==> config.mk <==
export PLATFORM = sky130hd
export DESIGN_NAME = game_timer_bcd
export DESIGN_NICKNAME = d
export VERILOG_FILES = /design/src/rtl/game_timer_bcd.sv
export SDC_FILE = /design/constraint.sdc
export NUM_CORES = 1
export LEC_CHECK = 0
export CAP_MARGIN = 20
export CORE_MARGIN = 2
export CORE_UTILIZATION = 35
export CTS_CLUSTER_DIAMETER = 200
export DETAILED_ROUTE_END_ITERATION = 8
export PLACE_DENSITY = 0.63
export SLEW_MARGIN = 0
export SYNTH_ARGS = -nofsm -noshare
export SYNTH_HDL_FRONTEND = slang
export SYNTH_SLANG_ARGS = --single-unit
==> constraint.sdc <==
create_clock -name clk -period 11.6 [get_ports clk]
set_clock_uncertainty 0.1 [all_clocks]
set_input_delay 2.32 -clock clk [delete_from_list [all_inputs] [get_ports clk]]
set_output_delay 2.32 -clock clk [all_outputs]
set_load 0.02 [all_outputs]
==> src/rtl/game_timer_bcd.sv <==
// Countdown game timer: one-second prescaler feeding a BCD MM:SS countdown with
// pause/resume, a saturating +10 s bonus and game-over detection at 00:00.
module game_timer_bcd #(
  parameter int unsigned TICK_DIV = 100_000_000,
  parameter logic [7:0]  INIT_MM  = 8'h02,
  parameter logic [7:0]  INIT_SS  = 8'h00
) (
  input  logic       clk,
  input  logic       rst_n,
  input  logic       start,
  input  logic       pause,
  input  logic       add_time,
  output logic [3:0] in0,
  output logic [3:0] in1,
  output logic [3:0] in2,
  output logic [3:0] in3,
  output logic       gameOver,
  output logic       isStarted,
  output logic       tick
);

  localparam int unsigned     PW        = (TICK_DIV > 2) ? $clog2(TICK_DIV) : 1;
  localparam logic [PW-1:0]   PRE_LAST  = PW'(TICK_DIV - 1);
  localparam logic [15:0]     INIT_TIME = {INIT_MM, INIT_SS};
  localparam logic [15:0]     MAX_TIME  = 16'h9959;

  typedef enum logic [1:0] {
    IDLE    = 2'd0,
    RUNNING = 2'd1,
    PAUSED  = 2'd2,
    OVER    = 2'd3
  } state_t;

  state_t        state, state_nx;
  logic [PW-1:0] pre, pre_nx;
  logic [15:0]   time_q, time_nx;
  logic          started_nx;
  logic          tick_now;
  logic          bonus_ok;
  logic [15:0]   time_stepped;
  logic [15:0]   time_after;

  // Digits are packed {mm_tens, mm_ones, ss_tens, ss_ones}; only called on a nonzero time.
  function automatic logic [15:0] bcd_dec(input logic [15:0] t);
    logic [15:0] r;
    r = t;
    if (t[3:0] != 4'd0) begin
      r[3:0] = t[3:0] - 4'd1;
    end else begin
      r[3:0] = 4'd9;
      if (t[7:4] != 4'd0) begin
        r[7:4] = t[7:4] - 4'd1;
      end else begin
        r[7:4] = 4'd5;
        if (t[11:8] != 4'd0) begin
          r[11:8] = t[11:8] - 4'd1;
        end else begin
          r[11:8]  = 4'd9;
          r[15:12] = t[15:12] - 4'd1;
        end
      end
    end
    return r;
  endfunction

  // A carry out of 99:5x would wrap the minutes, so that case pins to 99:59.
  function automatic logic [15:0] bcd_add10(input logic [15:0] t);
    logic [15:0] r;
    r = t;
    if (t[7:4] != 4'd5) begin
      r[7:4] = t[7:4] + 4'd1;
    end else if (t[15:8] == 8'h99) begin
      r = MAX_TIME;
    end else begin
      r[7:4] = 4'd0;
      if (t[11:8] != 4'd9) begin
        r[11:8] = t[11:8] + 4'd1;
      end else begin
        r[11:8]  = 4'd0;
        r[15:12] = t[15:12] + 4'd1;
      end
    end
    return r;
  endfunction

  always_comb begin
    tick_now     = (state == RUNNING) && (pre == PRE_LAST);
    bonus_ok     = add_time && ((state == RUNNING) || (state == PAUSED));
    time_stepped = tick_now ? bcd_dec(time_q) : time_q;
    time_after   = bonus_ok ? bcd_add10(time_stepped) : time_stepped;
  end

  always_comb begin
    state_nx   = state;
    pre_nx     = pre;
    time_nx    = time_q;
    started_nx = isStarted;
    case (state)
      IDLE: begin
        if (start) begin
          started_nx = 1'b1;
          pre_nx     = '0;
          time_nx    = INIT_TIME;
          state_nx   = (INIT_TIME == 16'h0000) ? OVER : RUNNING;
        end
      end
      RUNNING: begin
        pre_nx  = tick_now ? '0 : pre + PW'(1);
        time_nx = time_after;
        // Zero is judged after the bonus, and it outranks a coincident pause.
        if (time_after == 16'h0000) begin
          state_nx = OVER;
        end else if (pause) begin
          state_nx = PAUSED;
        end
      end
      PAUSED: begin
        time_nx = time_after;
        if (pause) begin
          state_nx = RUNNING;
        end
      end
      OVER: begin
        time_nx = 16'h0000;
        if (start) begin
          pre_nx   = '0;
          time_nx  = INIT_TIME;
          state_nx = (INIT_TIME == 16'h0000) ? OVER : RUNNING;
        end
      end
      default: begin
        state_nx = IDLE;
      end
    endcase
  end

  always_ff @(posedge clk) begin
    if (!rst_n) begin
      state     <= IDLE;
      pre       <= '0;
      time_q    <= INIT_TIME;
      gameOver  <= 1'b0;
      isStarted <= 1'b0;
      tick      <= 1'b0;
    end else begin
      state     <= state_nx;
      pre       <= pre_nx;
      time_q    <= time_nx;
      gameOver  <= (state_nx == OVER);
      isStarted <= started_nx;
      tick      <= tick_now;
    end
  end

  assign {in3, in2, in1, in0} = time_q;

endmodule
==> reports/metrics.csv <==
metric,value,unit
# Max-Cap Violations,0,
# clock sinks,48,
IO Count,24,
CTS tree,built,
DR iter-0 viols,257,
DR vias,3685,
Final ANT Viol Nets,0,
row count,37,
Residual DRC,0,
gr usage total,17.2,%
Setup crit end kind,register,
worst-skew pair later-pin latency,0.31,ns
Crit-path slowest cell,mux2i_1,
Pint,299,µW
top-count cell post-synth,nor2_1,
largest cells by area after synthesis,"dfxtp_1 26%, nor2_1 5.8%, a21oi_1 5.3%",
TNS Setup,0,ns
synthesized cell area,3690,µm²
register area share after synthesis,26.1,%
Wirelength per Cell,15.6,µm
placed cell areas,3950,µm²
Post-synth top cells,"57 x nor2_1, 48 x dfxtp_1, 46 x nand2_1",
unrepaired setup endpoints after global routing,no,
# fillers,1081,
Die Wd,107,µm
initial antenna violation count,0,
final hold vios,0,
Tmin final,4.71,ns
run status,"complete, no violations",
peak per-stage delay on the critical path,0.45,ns
final wirelength,9830,µm
Initial Util,35.9,%
sw frac,38.2,%
RR Startpoint,state[1]$_SDFF_PN0_,
largest net degree at the start of global routing,46,
Clk pwr share,27.2,%
pwr dens,119,nW/µm²
worst path cell trace,inv_1 -> ha_1 -> or3b_4 -> nor4_1 -> nand3_1 -> mux2i_1 -> ha_1 -> or2b_2 -> nor4b_2 -> o21a_1 -> o2111ai_1 -> a2111oi_4 -> nand4_2 -> nand3_1,
critical path peak fanout,11,
Placed Cells,623,
Worst VDD drop,0.0000702,V
ANT cells,0,
vias in the first global route,3348,
Final Cell Area,4070,µm²
Seq pwr share,36.8,%
"Distinct cells, synth",80,
Area growth syn-to-layout,10.4,%
maximum root-to-sink buffer count,2,
NetSw,185,µW
RePlAce Congestion,0.924,
synthesis warning total,0,
Critical Path Start Type,register,
# setup viols final,0,
leading area contributor after synthesis,dfxtp_1,
height of the die,107,µm
reg-to-reg setup timing slack,6.89,ns
Via density,5.84,
Final Net Count,510,
Core ar.,10300,µm²
CP Class,reg -> reg,
ys async rst share,0,%
Mapped Cells,493,
Final Non-Filler Cells,631,
Combinational Power Share,36.0,%
CP Launch Point,state[1]$_SDFF_PN0_,
H-tree depth,2,
"Hold-fix buffers, CTS",0,
root buf cell,clkbuf_8,
Synth top area share,26.1,%
ys flop type,dfxtp_1,
syn nets,509,
detailed-router iteration count before antenna repair,6,
reg2reg end,state[1]$_SDFF_PN0_,
share of cells above drive strength 1,7.27,%
Hold Path Depth,2,
Min-Delay Path Class,reg -> reg,
CP arrival,4.87,ns
first-pass GRT wire length,16200,µm
Num CTS Buffers,5,
"Setup Fix Bufs, Post-CTS",0,
global route overflow,0,
I/O Buffers,23,
fin. max-slew vios,0,
die area,11400,µm²
crit share post-route,40.6,%
Worst Hold Launch,time_q[12]$_SDFFE_PN0P_,
Setup WS post-layout,6.89,ns
number of flops mapped to enable cells by yosys,0,
DP Worst Slack,6.68,ns
WP data required,11.75,ns
worst r2r path cells,14,
slew margin rel.,38.2,%
Worst-Margin Slew,0.918,ns
DP HPWL,7160,µm
PostCTS Resize Cnt,0,
achievable clock frequency,212,MHz
Worst-path clk slew,0.09,ns
number of synthesized register bits,48,
syn avg cell area,7.48,µm²
leakage power,0.00130,µW
"Endpoint, Worst Hold",time_q[12]$_SDFFE_PN0P_,
-- cells by family (layout without fill, tap and decap cells) --
kind of cell    Yosys count  in the layout  synth area share (%)
compound gates          138            138                  25.3
buf+inv                  49             51                  5.97
fa+ha+maj                11             11                  3.73
simple gates            229            229                  34.2
flops                    48             48                  26.1
mux                       8              8                  2.41
xor+xnor                 10             10                  2.37
-- flip-flops by register name, summed over array words and instances (netlist names) --
| register | flops |
|---|---|
| pre | 27 |
| state | 2 |
| gameOver | 1 |
| isStarted | 1 |
| time_q | 16 |
| tick | 1 |
-- how the worst max path moves through the flow --
stage / endpoint / slack [ns] / depth (start not counted)
6_report: state[1]$_SDFF_PN0_ / 6.89 / 14
5_1_grt: state[1]$_SDFF_PN0_ / 6.56 / 14
4_1_cts: state[1]$_SDFF_PN0_ / 6.94 / 14
3_5_place_dp: state[1]$_SDFF_PN0_ / 6.68 / 9
3_3_place_gp: state[1]$_SDFF_PN0_ / 6.74 / 9
2_1_floorplan: state[1]$_SDFF_PN0_ / 7.28 / 10
-- stage by stage --
stage	util, %	total power [µW]	hold WS, ns
2_1_floorplan	-	309	0.365
3_3_place_gp	38.3	348	0.358
3_5_place_dp	38.4	355	0.394
4_1_cts	39.6	485	0.407
5_1_grt	39.6	514	0.441
6_report	39.6	484	0.402
-- area by class of cell --
cell class              count  area (µm²)  area share [%]
multi-input cells         396        2510            61.6
flip-flops and latches     48         961            23.6
repair buffers             24         241            5.93
well taps                 136         170            4.18
clock buffers               6        82.6            2.03
inverters                  19        71.3            1.75
clock inverters             2        38.8           0.952
-- layout by cell type (no fill, tap or decap), types with 9 or more instances in the layout --
| master | synthesis | layout |
|---|---|---|
| nor2_1 | 57 | 57 |
| dfxtp_1 | 48 | 48 |
| nand2_1 | 46 | 46 |
| a21oi_1 | 39 | 39 |
| o21ai_0 | 32 | 32 |
| nand3_1 | 25 | 25 |
| clkdlybuf4s50_1 | 0 | 23 |
| inv_1 | 18 | 18 |
| nand4_1 | 13 | 13 |
| nor3_1 | 12 | 12 |
| nor4_1 | 11 | 11 |
| ha_1 | 11 | 11 |
| and3_1 | 9 | 9 |
| or3_1 | 9 | 9 |
-- power by group through the flow --
stage | Clock, µW | Sequential (µW) | Combinational [µW]
final | 132 | 178 | 174
after CTS | 133 | 178 | 173
after global routing | 140 | 179 | 194
after detailed placement | 0 | 182 | 173
after global placement | 0 | 181 | 167
after floorplan | 0 | 183 | 126
-- critical path, delay by kind of cell, from the launching register on --
family | cells | cell delay, ns
mux | 1 | 0.45
buf+inv | 1 | 0.10
fa+ha+maj | 2 | 0.65
compound gates | 3 | 0.94
simple gates | 7 | 2.04
flops | 1 | 0.36
-- per-layer routing --
layer	GRT usage [%]	wire length, µm	part of all wire (%)	vias to the layer above
li1	-	-	-	1841
met1	23.1	4540	46	1747
met2	28.7	4740	48	79
met3	2.55	371	3.8	18
met4	5.19	180	1.8	0
met5	0	0	0	-
(Power assumes the default switching activity.)
